`config.mk`:
```
export PLATFORM = sky130hd
export DESIGN_NAME = if_id_pipe_flat
export DESIGN_NICKNAME = d
export VERILOG_FILES = /design/src/rtl/if_id_pipe_if.sv /design/src/rtl/if_id_pipe.sv /design/src/flat_wrapper.sv
export SDC_FILE = /design/constraint.sdc
export NUM_CORES = 1
export LEC_CHECK = 0
export ABC_CLOCK_PERIOD_IN_PS = 3000
export BUFFER_PORTS_ARGS = -buffer_cell sky130_fd_sc_hd__buf_2
export CAP_MARGIN = 40
export CELL_PAD_IN_SITES_DETAIL_PLACEMENT = 2
export CELL_PAD_IN_SITES_GLOBAL_PLACEMENT = 2
export CORE_MARGIN = 2
export CORE_UTILIZATION = 26
export DETAILED_ROUTE_END_ITERATION = 10
export HOLD_SLACK_MARGIN = 0.02
export PLACE_DENSITY_LB_ADDON = 0.1
export SYNTH_ARGS = -nofsm -noshare
export SYNTH_HDL_FRONTEND = slang
export SYNTH_SLANG_ARGS = --single-unit
```
`constraint.sdc`:
```
create_clock -name clk -period 3 [get_ports clk]
set_input_delay 0.75 -clock clk [delete_from_list [all_inputs] [get_ports clk]]
set_output_delay 0.75 -clock clk [all_outputs]
set_load 0.02 [all_outputs]
```
`src/rtl/if_id_pipe_if.sv`:
```
// Fetch/decode bundle for the IF/ID pipeline register: fetch bus, SRAM word,
// stall/flush controls and the decode-side outputs.
interface if_id_pipe_if;
  localparam int unsigned XLEN   = 64;
  localparam int unsigned ILEN   = 32;
  localparam int unsigned BUS_W  = 2 * XLEN + 1;

  logic [BUS_W-1:0] if_bus;
  logic [ILEN-1:0]  inst_rdata;
  logic             stall;
  logic             flush;
  logic             id_valid;
  logic [XLEN-1:0]  id_pc;
  logic [XLEN-1:0]  id_next_pc;
  logic [ILEN-1:0]  id_inst;

  modport master (
    output if_bus, inst_rdata, stall, flush,
    input  id_valid, id_pc, id_next_pc, id_inst
  );

  modport slave (
    input  if_bus, inst_rdata, stall, flush,
    output id_valid, id_pc, id_next_pc, id_inst
  );
endinterface

```
`src/rtl/if_id_pipe.sv`:
```
// IF/ID pipeline register: latches the fetch bus, pairs it with the one-cycle-late
// SRAM word, holds that word across decode stalls, and counts instructions/bubbles.
module if_id_pipe #(
  parameter logic [31:0] NOP_INST = 32'h0000_0013,
  parameter int unsigned CNT_W    = 32
) (
  input  logic             clk,
  input  logic             rst,
  if_id_pipe_if.slave      pipe,
  output logic [CNT_W-1:0] inst_cnt,
  output logic [CNT_W-1:0] bubble_cnt
);
  localparam int unsigned XLEN = 64;
  localparam int unsigned ILEN = 32;

  typedef enum logic {RUN, HOLD} state_e;

  state_e          state;
  logic            v_r;
  logic [XLEN-1:0] pc_r;
  logic [XLEN-1:0] npc_r;
  logic [ILEN-1:0] hold_inst;

  logic            bus_ce;
  logic [XLEN-1:0] bus_pc;
  logic [XLEN-1:0] bus_npc;

  assign bus_ce  = pipe.if_bus[128];
  assign bus_pc  = pipe.if_bus[127:64];
  assign bus_npc = pipe.if_bus[63:0];

  // Stage registers and hold FSM; the SRAM word is captured at the end of the
  // first stall cycle because fetch has already moved its address on.
  always_ff @(posedge clk) begin
    if (rst) begin
      v_r       <= 1'b0;
      pc_r      <= '0;
      npc_r     <= '0;
      hold_inst <= '0;
      state     <= RUN;
    end else if (pipe.flush) begin
      v_r   <= 1'b0;
      pc_r  <= bus_pc;
      npc_r <= bus_npc;
      state <= RUN;
    end else if (pipe.stall) begin
      if (state == RUN && v_r) begin
        hold_inst <= pipe.inst_rdata;
        state     <= HOLD;
      end
    end else begin
      v_r   <= bus_ce;
      pc_r  <= bus_pc;
      npc_r <= bus_npc;
      state <= RUN;
    end
  end

  // Performance counters; a flush edge counts as neither delivery nor bubble.
  always_ff @(posedge clk) begin
    if (rst) begin
      inst_cnt   <= '0;
      bubble_cnt <= '0;
    end else if (!pipe.flush && !pipe.stall) begin
      if (v_r) inst_cnt   <= inst_cnt + CNT_W'(1);
      else     bubble_cnt <= bubble_cnt + CNT_W'(1);
    end
  end

  always_comb begin
    pipe.id_inst = NOP_INST;
    if (v_r) pipe.id_inst = (state == HOLD) ? hold_inst : pipe.inst_rdata;
  end

  assign pipe.id_valid   = v_r;
  assign pipe.id_pc      = pc_r;
  assign pipe.id_next_pc = npc_r;

endmodule

```
`src/flat_wrapper.sv`:
```
// flat-port wrapper written by rule: the top's interface ports become plain ports
module if_id_pipe_flat 
#(
  parameter logic [31:0] NOP_INST = 32'h0000_0013,
  parameter int unsigned CNT_W    = 32
)
  (clk, rst, inst_cnt, bubble_cnt, pipe_if_bus, pipe_inst_rdata, pipe_stall, pipe_flush, pipe_id_valid, pipe_id_pc, pipe_id_next_pc, pipe_id_inst);
  if_id_pipe_if pipe_i ();
  input  logic clk;
  input  logic rst;
  output logic [CNT_W-1:0] inst_cnt;
  output logic [CNT_W-1:0] bubble_cnt;
  input wire logic [$bits(pipe_i.if_bus)-1:0] pipe_if_bus;
  input wire logic [$bits(pipe_i.inst_rdata)-1:0] pipe_inst_rdata;
  input wire logic [$bits(pipe_i.stall)-1:0] pipe_stall;
  input wire logic [$bits(pipe_i.flush)-1:0] pipe_flush;
  output wire logic [$bits(pipe_i.id_valid)-1:0] pipe_id_valid;
  output wire logic [$bits(pipe_i.id_pc)-1:0] pipe_id_pc;
  output wire logic [$bits(pipe_i.id_next_pc)-1:0] pipe_id_next_pc;
  output wire logic [$bits(pipe_i.id_inst)-1:0] pipe_id_inst;
  assign pipe_i.if_bus = pipe_if_bus;
  assign pipe_i.inst_rdata = pipe_inst_rdata;
  assign pipe_i.stall = pipe_stall;
  assign pipe_i.flush = pipe_flush;
  assign pipe_id_valid = pipe_i.id_valid;
  assign pipe_id_pc = pipe_i.id_pc;
  assign pipe_id_next_pc = pipe_i.id_next_pc;
  assign pipe_id_inst = pipe_i.id_inst;
  if_id_pipe #(.NOP_INST(NOP_INST), .CNT_W(CNT_W)) u_core (.clk(clk), .rst(rst), .pipe(pipe_i), .inst_cnt(inst_cnt), .bubble_cnt(bubble_cnt));
endmodule
```
Word level (Yosys, flattened, before mapping)

Index checks and enable logic that the tools add are counted.

Reductions and logical operators: 9
Bitwise gates (word level): 4
Equal/unequal tests: 1
Multiplexer cells: 6
Add/sub/neg operators: 2

Operators by type and width:

| operator                | number |
|---|---|
| $mux W64                | 4 |
| $add A32 B1 Y32 const B | 2 |
| $mux W32                | 2 |
| $not A1 Y1              | 4 |
| $reduce_and A2 Y1       | 2 |
| $reduce_and A3 Y1       | 1 |
| $reduce_or A3 Y1        | 1 |
| $logic_and A1 B1 Y1     | 2 |
| $logic_not A1 Y1        | 2 |
| $ne A2 B1 Y1 const B    | 1 |
| $reduce_or A2 Y1        | 1 |

Bits in registers: 226
Bits of input ports: 165
Output and inout bits: 225

Logic depth before layout (Yosys ltp)

Gate-level depths: netlist (run 1).

Depth in word-level cells: 3
Gate-level depth with buffers: 8

Least setup slack after synthesis (run 1)

No wires, ideal clock.

Kind: in2reg
Start: in pipe_stall
End: reg u_core.inst_cnt[31]
Path buffers: 3
Stages: 7
Data arrival time: 2550 ps
Setup slack: 330 ps
Cells stage by stage: buf_6 -> or3b_1 -> buf_2 -> or4_4 -> buf_6 -> nor4_1 -> mux2_2

Cells in the longest elaborated chain, start to end: 3

Ends and longest elaborated chain:

| what                        | line               | text |
|---|---|---|
| start, declared             | flat_wrapper.sv:15 | `input wire logic [$bits(pipe_i.stall)-1:0] pipe_stall;` |
| $logic_not A1 Y1            | if_id_pipe.sv:64   | `end else if (!pipe.flush && !pipe.stall) begin` |
| $logic_and A1 B1 Y1         | if_id_pipe.sv:64   |  |
| $reduce_and A2 Y1 (no line) | --                 |  |
| end signal, assigned        | if_id_pipe.sv:65   | `if (v_r) inst_cnt <= inst_cnt + CNT_W'(1);` |
| end, declared               | if_id_pipe.sv:10   | `output logic [CNT_W-1:0] inst_cnt,` |

No other way between the ends.
A chain may end at the register's enable or synchronous reset.

Worst setup path in the final report (run 1)

Start: reg u_core.state
End: out pipe_id_inst[4]

Cells in the longest elaborated chain, start to end: 2

Ends and longest elaborated chain:

| what                   | line               | text |
|---|---|---|
| start, declared        | if_id_pipe.sv:18   | `state_e state;` |
| start signal, assigned | if_id_pipe.sv:40   | `state <= RUN;` |
| start signal, assigned | if_id_pipe.sv:45   | `state <= RUN;` |
| start signal, assigned | if_id_pipe.sv:49   | `state <= HOLD;` |
| $mux W32 (2 in series) | if_id_pipe.sv:72   | `if (v_r) pipe.id_inst = (state == HOLD) ? hold_inst : pipe.inst_rdata;` |
| end, declared          | flat_wrapper.sv:20 | `output wire logic [$bits(pipe_i.id_inst)-1:0] pipe_id_inst;` |

No other way between the ends.

==> reports/summary.txt, run 1 <==
Result of the run: complete, no violations
Number of enable flip-flop cells after synthesis: 0
Power per cell area: 584 mW/mm^2
Number of antenna violations at the first check in global routing: 7
Buffers inserted during post-CTS setup optimization: 0
Clock skew after layout: 13.8 ps
Proportion of netlist area held by the largest area contributor: 50.0%
Clock transition time at the flip-flop clock pins of the worst setup and hold paths: 60 ps
Vertical extent of the die: 190 um
Signal arrival time at the worst endpoint: 2040 ps
Headroom to the max-slew limit: 56.7%
Cell Area, Placed: 0.0115 mm^2
Synthesized area: 0.00904 mm^2
Share of synthesized registers carrying an async set or reset: 0%
Peak supply drop: 0.370 mV
Setup-violating endpoint count in the final report: 0
Violation count after the first detailed-route iteration: 200
Maximum number of pins on one net before global-route repair: 84
Fraction of final layout cells with drive strength greater than 1: 30.6%
Final max-slew violation count: 0
Critical Path Fanout Max: 21
Remaining global-route overflow: 0
Worst setup margin: 209 ps
Clock root cell: clkbuf_16
Adder-cell share of the synthesized area: 0.277%
Number of buffers created by CTS: 29
Hold buffer count at CTS: 0
Synthesized netlist net count: 1297
Highest attainable clock frequency: 358 MHz
Synth Warn #: 0
Number of nets in the finished design: 1657
Critical path required time: 2250 ps
Skew-Pair Late Insertion Delay: 540 ps
Cell taking the most area after synthesis: dfxtp_1
Dominant combinational cell family by area after synthesis: simple AND/OR/NAND/NOR gates
Max H-tree Level: 1
Post-layout min period: 2790 ps
Cell types with the largest area share after synthesis: dfxtp_1 50%, nand2_1 14%, a21oi_1 11%
Leakage: 0.00538 uW
Tightest Hold Check Type: reg -> reg
Actual slew at the worst max-slew pin: 649 ps
TritonCTS sink count: 226
Number of DRC violations after detailed routing: 0
First-pass DRT Iterations: 4
Core Region: 0.0344 mm^2
Fin. Hold Viols: 0
Post-Route WL: 35100 um
Proportion of synthesized chip area in sequential cells: 50.0%
DR WL/cell: 17.8 um
Synth Flop Type: dfxtp_1
Register-to-Register Path Depth: 5
Synth Area in XOR/XNOR: 2.03%
Setup CP Type: reg -> out
Count of cells along the worst hold path: 2
Compound-cell area share of the yosys netlist: 13.8%
Total global-route track usage: 18.4%
Final ANT Viol Nets: 0
Period utilisation layout: 93.0%
Unrepaired setup endpoints after global routing: false
Wire length of the first global-routing pass: 53800 um
P&R area growth vs syn: 36.9%
Post-route setup TNS: 0 ps
Mux cell area share after synthesis: 4.03%
Count of cells resized by post-cts repair: 0
Number of core rows: 68
Number of max-cap violations: 0
GPL Wtd Cong: 0.739
Syn avg cell area: 8.00 um^2
Die X-Extent: 190 um
Basic-gate share of the synthesized area counting and, or, nand and nor cells: 25.4%
Via count of the routed design: 9339
Pre-CTS setup slack: 112 ps
Starting density of the core: 26.3%
Max clock buf depth: 3
# IOs: 390
Die Footprint: 0.0363 mm^2
Type of element launching the critical path: flop
Port Buf Inserts: 389
Average via count per standard cell: 4.75
Number of global-route vias before repair: 9690
Placed wire-length estimate: 25000 um
Sort of element at the end of the critical path: output port
Number of library cell types mapped by synthesis: 34
Fin area: 0.0124 mm^2
Synthesized instance count: 1130
Total of flip-flops plus latches after synthesis: 226
TritonCTS clock tree: built
==> layout make-up <==
class                           count  area (um^2)
Clock inverter                      9         98.8
Timing Repair Buffer              411         2170
Multi-Input combinational cell    806         4150
Antenna cell                        3         7.51
Clock buffer                       41          801
Sequential cell                   226         4530
Tap cell                          455          569
Fill cell                        4087        22000
Inverter                           16         60.1
==> cells in the final DEF (no fill, tap or decap), drive strengths merged <==
cell       n
mux2i     33
xnor2     14
nor3b      2
nand2    343
or2        1
nand3b     1
diode      3
nor2b     33
nand4     15
clkbuf    41
nor2      25
o21ai     14
nor4       8
and3       1
nor3       7
clkinv     7
xor2       7
or3b       1
a21oi    200
nor4b      1
nand4bb    1
buf      411
bufinv     2
ha         2
nand2b     1
or3       16
dfxtp    226
o31ai     24
and4       4
inv       16
mux2       3
nand3     16
and2       2
or4       31
==> sequential cells by signal, summed over array words and instances (netlist names) <==
| signal | count |
|---|---|
| u_core.state | 1 |
| u_core.hold_inst | 32 |
| u_core.pipe.id_next_pc | 64 |
| u_core.inst_cnt | 32 |
| u_core.pipe.id_pc | 64 |
| u_core.bubble_cnt | 32 |
| u_core.pipe.id_valid | 1 |
==> through the flow <==
step,std cells,power [uW],utilization (%),hold slack (ps)
5_1_grt,1966,7570,36.0,435
3_5_place_dp,1914,3970,33.4,444
6_report,1967,7230,36.0,449
2_1_floorplan,1130,3610,-,436
4_1_cts,1964,7380,36.0,416
3_3_place_gp,1914,3950,33.4,436
==> power breakdown <==
| group | total [uW] | switching (uW) | leakage [uW] | internal (uW) |
|---|---|---|---|---|
| combinational | 712 | 456 | 0.00308 | 257 |
| sequential | 3170 | 57.6 | 0.00185 | 3120 |
| clock | 3350 | 1340 | 0.000445 | 2010 |
==> routing by layer <==
metal,up-vias,wire length (um),GRT usage [%]
met2,252,17200,33.3
met1,4498,14700,21.5
met5,-,67,0
li1,4523,-,-
met4,10,609,4.35
met3,56,2530,5.04
==> Yosys cell counts, types with 2 or more instances <==
master    number
nand2_1      343
dfxtp_1      226
a21oi_1      200
clkbuf_1      68
mux2i_1       33
nor2b_1       33
or4_1         30
nor2_1        25
o31ai_1       24
inv_1         16
nand3_1       16
or3_1         16
nand4_1       15
o21ai_0       14
xnor2_1       14
buf_1          9
nor4_1         8
nor3_1         7
xor2_1         7
and4_1         4
buf_6          3
mux2_2         3
and2_1         2
buf_2          2
ha_1           2
nor3b_1        2
==> kinds of logic (layout without fill, tap and decap cells) <==
family | after synthesis | in the layout
adders and majority gates | 2 | 2
buffers and inverters | 98 | 477
xor gates and xnor gates | 21 | 21
muxes | 36 | 36
and+or+nand+nor | 509 | 509
AOI/OAI and AO/OA | 238 | 238
other | 0 | 3
DFF | 226 | 226
==> path summary, 6_finish.rpt <==
kind	from	endpoint	slack, ps
worst max-delay path	u_core.state	pipe_id_inst[4]	210
worst min-delay path	u_core.pipe.id_next_pc[33]	u_core.pipe.id_next_pc[33]	450
worst max register to register	u_core.inst_cnt[0]	u_core.inst_cnt[22]	560
worst min register to register	u_core.pipe.id_next_pc[33]	u_core.pipe.id_next_pc[33]	450
==> critical path, cell delays in order, from the launching register on <==
cell and delay [ps]:
dfxtp_2 730, buf_4 330, mux2i_1 210, nand2_1 60, buf_2 170
Power figures use the tool's default switching activity.
==> inputs of run 2 (changes only) <==
Settings changed: SETUP_SLACK_MARGIN from default to 0.4.
==> run 2 against run 1 <==
Effect of this change: combinational power is 0.7% higher; count of clock-buffer cells in the layout up 3; clock skew is 4.6 ps lower; clock power is 5% higher; global-route usage rose by 0.097 points; critical endpoint is now pipe_id_inst[30].
==> reports/summary.txt, run 2 (synthesis results as in run 1) <==
Total global-route track usage: 18.5%
Switching share of power: 24.8%
Maximum number of pins on one net before global-route repair: 80
GPL Wtd Cong: 0.723
TritonCTS sink count: 226
Share of power burned in the clock network: 47.5%
Number of antenna violations at the first check in global routing: 6
Remaining global-route overflow: 0
Vertical extent of the die: 190 um
Port Buf Inserts: 389
Placed wire-length estimate: 25400 um
DR WL/cell: 17.8 um
Hold Slack: 450 ps
Power share of the combinational group: 9.7%
Sort of element at the end of the critical path: output port
Unrepaired setup endpoints after global routing: false
Core Region: 0.0344 mm^2
Switching pwr: 1830 uW
TritonCTS clock tree: built
CP startpoint: u_core.pipe.id_valid
Clock root cell: clkbuf_16
Hold buffer count at CTS: 0
Setup-violating endpoint count in the final report: 0
Clock transition time at the flip-flop clock pins of the worst setup and hold paths: 50 ps
Die Footprint: 0.0363 mm^2
Type of element launching the critical path: flop
Final ANT Viol Nets: 0
Post-layout min period: 2380 ps
Actual slew at the worst max-slew pin: 630 ps
Number of core rows: 68
Die X-Extent: 190 um
Setup CP Type: reg -> out
Critical Path Fanout Max: 39
Startpoint of the most critical register-to-register path: u_core.inst_cnt[17]
Peak supply drop: 0.395 mV
Tightest Hold Check Type: reg -> reg
Final max-slew violation count: 0
Commonest cells after routing, fill and taps aside: 388 x buf_2, 343 x nand2_1, 225 x dfxtp_1
Max H-tree Level: 1
Period utilisation layout: 79.3%
Post-Route WL: 35100 um
Pwr Total: 7400 uW
Wire length of the first global-routing pass: 54000 um
Leakage: 0.00543 uW
Power per cell area: 591 mW/mm^2
Critical path required time: 2250 ps
Most frequent standard cell in the layout excluding fill and tap cells: buf_2
Violation count after the first detailed-route iteration: 211
Skew-Pair Late Insertion Delay: 530 ps
First-pass DRT Iterations: 4
Fraction of final layout cells with drive strength greater than 1: 31.0%
Startpoint of the lowest-slack hold path: u_core.pipe.id_next_pc[13]
Number of global-route vias before repair: 9673
Number of buffers created by CTS: 28
Average via count per standard cell: 4.72
Fin. Hold Viols: 0
Signal arrival time at the worst endpoint: 1630 ps
Result of the run: complete, no violations
Internal Power: 5560 uW
Via count of the routed design: 9312
P&R area growth vs syn: 38.4%
Max clock buf depth: 3
Number of DRC violations after detailed routing: 0
Number of nets in the finished design: 1658
Post-route setup TNS: 0 ps
Headroom to the max-slew limit: 58.0%
Reg power frac: 42.8%
Clock skew after layout: 9.20 ps
Highest attainable clock frequency: 420 MHz
Number of max-cap violations: 0
# IOs: 390
Starting density of the core: 26.3%
==> run 2: layer usage <==
metal | global-route usage, % | vias to the layer above | part of all wire [%]
li1 | - | 4536 | -
met1 | 22.3 | 4477 | 42
met2 | 32.9 | 255 | 49
met3 | 4.75 | 42 | 7.1
met4 | 4.59 | 2 | 1.9
met5 | 0 | - | 0.031
==> run 2: per-stage QoR <==
stage	cell area (um^2)	setup WS [ps]	util, %	std cells
4_1_cts	12500	473	36.3	1966
3_3_place_gp	11500	224	33.5	1914
6_report	12500	620	36.4	1972
5_1_grt	12500	451	36.4	1970
2_1_floorplan	9050	380	-	1130
3_5_place_dp	11500	183	33.5	1914
==> run 2: power groups by stage <==
stage	sequential (uW)	combinational [uW]	clock, uW
6_report	3170	717	3510
5_1_grt	3180	788	3780
4_1_cts	3170	735	3640
3_5_place_dp	3240	731	0
3_3_place_gp	3230	718	0
2_1_floorplan	3370	245	0
==> run 2: path summary, 6_finish.rpt <==
kind / endpoint / slack, ps / cells after the start
min: u_core.pipe.id_next_pc[13] / 450 / 2
max: pipe_id_inst[30] / 620 / 3
min reg2reg: u_core.pipe.id_next_pc[13] / 450 / 2
max reg2reg: u_core.inst_cnt[31] / 730 / 4
==> run 2: repair_timing <==
action,CTS,global route
resized for setup,1,1
buffers inserted,2,0
endpoints found under the setup margin,20,7
==> run 2: worst max-delay path, stage by stage, from the launching register on <==
cell and delay [ps]:
dfxtp_1 400, buf_6 280, nor2b_1 210, buf_2 190
==> run 2: final cells by class <==
class                           instances  area [um^2]
Timing Repair Buffer                  413         2210
Clock inverter                          6         82.6
Inverter                               16         60.1
Antenna cell                            6         15.0
Fill cell                            4092        21900
Clock buffer                           44          892
Tap cell                              455          569
Multi-Input combinational cell        806         4150
Sequential cell                       226         4530
==> inputs of run 3 (changes only) <==
Settings changed: ABC_CLOCK_PERIOD_IN_PS 3000 to 2100, CORE_UTILIZATION 26 to 23.
Clock period 3 ns to 2.1 ns, I/O delays scaled along.
==> run 3 against run 2 <==
Effect of this change: sequential power increased by 43%; cell count increased by 7.6%; clock skew decreased by 3.0 ps; first-iteration DRC count increased by 37%; setup slack got worse by 690 ps; via count increased by 4.7%; cell area increased by 17%; count of clock-buffer cells in the layout increased by 1; critical path depth increased by 1; register-to-register slack got worse by 690 ps; the flow now finishes with violations (negative setup slack); wire length increased by 15%.
==> reports/summary.txt, run 3 (synthesis results as in run 1) <==
TritonCTS clock tree: built
Number of max-cap violations: 0
Placed wire-length estimate: 27300 um
Cell-by-cell trace of the critical path: buf_12, mux2i_2, nor2b_2, buf_2
Maximum number of pins on one net before global-route repair: 72
Number of DRC violations after detailed routing: 0
P&R area growth vs syn: 61.3%
Most frequent standard cell in the layout excluding fill and tap cells: nand2_1
Peak supply drop: 0.455 mV
Total buffers and inverters traversed by the critical path: 2
Number of buffers created by CTS: 28
Wire length of the first global-routing pass: 60800 um
Clock transition time at the flip-flop clock pins of the worst setup and hold paths: 60 ps
Power per cell area: 732 mW/mm^2
Violation count after the first detailed-route iteration: 290
Starting density of the core: 23.3%
Number of global-route vias before repair: 10300
Non-filler instance count after layout: 2122
# IOs: 390
Hold Slack: 225 ps
GPL Wtd Cong: 0.765
Number of core rows: 72
Final core occ: 37.7%
Period utilisation layout: 103%
Remaining global-route overflow: 0
Commonest cells after routing, fill and taps aside: 342 x nand2_1, 336 x buf_2, 174 x a21oi_1
Vertical extent of the die: 202 um
Number of nets in the finished design: 1745
Core Region: 0.0387 mm^2
Signal arrival time at the worst endpoint: 1640 ps
Die Footprint: 0.0409 mm^2
Tightest Hold Check Type: in -> reg
Leakage: 0.00621 uW
Pwr Total: 10700 uW
Type of element launching the critical path: flop
Final ANT Viol Nets: 0
Average via count per standard cell: 4.60
Highest attainable clock frequency: 461 MHz
Count of cells along the worst hold path: 3
Headroom to the max-slew limit: 71.1%
Unrepaired setup endpoints after global routing: true
Number of antenna violations at the first check in global routing: 7
Die X-Extent: 202 um
Fin. Hold Viols: 0
Actual slew at the worst max-slew pin: 433 ps
Worst r2r dst: u_core.inst_cnt[13]
Post-layout min period: 2170 ps
Critical path required time: 1570 ps
Clock root cell: clkbuf_16
Worst setup margin: -69.6 ps
DR WL/cell: 19.0 um
Clock skew after layout: 6.20 ps
Startpoint of the lowest-slack hold path: pipe_if_bus[52]
Critical Path Fanout Max: 12
Total global-route track usage: 18.7%
Internal reg-to-reg setup slack: 40 ps
Top delay family on crit path: flip-flops
Port Buf Inserts: 389
Register-to-Register Path Depth: 5
TritonCTS sink count: 226
Fraction of final layout cells with drive strength greater than 1: 45.6%
Post-Route WL: 40400 um
Result of the run: finished with violations
Worst Hold Path EP: u_core.pipe.id_next_pc[52]
First-pass DRT Iterations: 5
Setup-violating endpoint count in the final report: 19
Cell count after placement: 2026
Cell with the biggest individual delay on the critical path: dfxtp_4
Failing checks: negative setup slack
Max H-tree Level: 1
Sort of element at the end of the critical path: output port
Via count of the routed design: 9753
Setup CP Type: reg -> out
Skew-Pair Late Insertion Delay: 540 ps
Startpoint of the most critical register-to-register path: u_core.pipe.id_valid
Delay contributed by the slowest stage of the critical path: 410 ps
Final max-slew violation count: 0
Max clock buf depth: 3
Post-route setup TNS: -459 ps
-- run 3: worst max-delay path by stage --
stage                 startpoint                  end  cells past startpoint
floorplan             pipe_stall  u_core.inst_cnt[31]                      7
global placement      pipe_stall  u_core.inst_cnt[13]                      6
detailed placement    pipe_stall  u_core.inst_cnt[13]                      6
CTS                 u_core.state     pipe_id_inst[30]                      4
global route        u_core.state     pipe_id_inst[30]                      4
finish              u_core.state     pipe_id_inst[30]                      4
-- run 3: worst reg2reg max path: cells and delay by family, from the launching register on --
family | cells | cell delay (ps)
AO/OA/AOI/OAI | 1 | 120
flip-flops | 1 | 380
AND/OR/NAND/NOR | 3 | 1330
buffers and inverters | 1 | 160
-- run 3: repair_timing --
item,CTS,global route
resized for setup,211,107
endpoints found under the setup margin,116,110
pin swaps,45,20
hold buffers,0,0
gates cloned,8,0
buffers inserted,22,10
-- run 3: power by group --
group          leakage [uW]  switching [uW]  total, uW  internal (uW)
clock network      0.000487            1940       5020           3080
registers           0.00189            81.9       4520           4440
logic               0.00383             699       1140            436
total               0.00621            2720      10700           7960
-- run 3: through the flow --
step	instance area (um^2)	worst slack (ps)
after CTS	14100	-97.6
after detailed placement	12100	-324
after global routing	14600	-131
after global placement	12100	-290
final	14600	-69.6
after floorplan	9200	-293
-- run 3: cell type report --
type | instances | area [um^2]
clock inverter | 6 | 55.1
tap | 518 | 648
fill | 4392 | 24200
clock buffer | 45 | 917
multi-input combinational | 807 | 4760
inverter | 16 | 60.1
timing repair buffer | 499 | 3510
antenna | 5 | 12.5
sequential | 226 | 4630
-- run 3: per-layer routing --
layer | track usage (%) | vias to the layer above | part of all wire [%]
met5 | 0 | - | 0.052
met3 | 4.82 | 51 | 6.4
met1 | 22.2 | 4739 | 41
met4 | 4.04 | 4 | 1.8
li1 | - | 4712 | -
met2 | 33.8 | 247 | 50
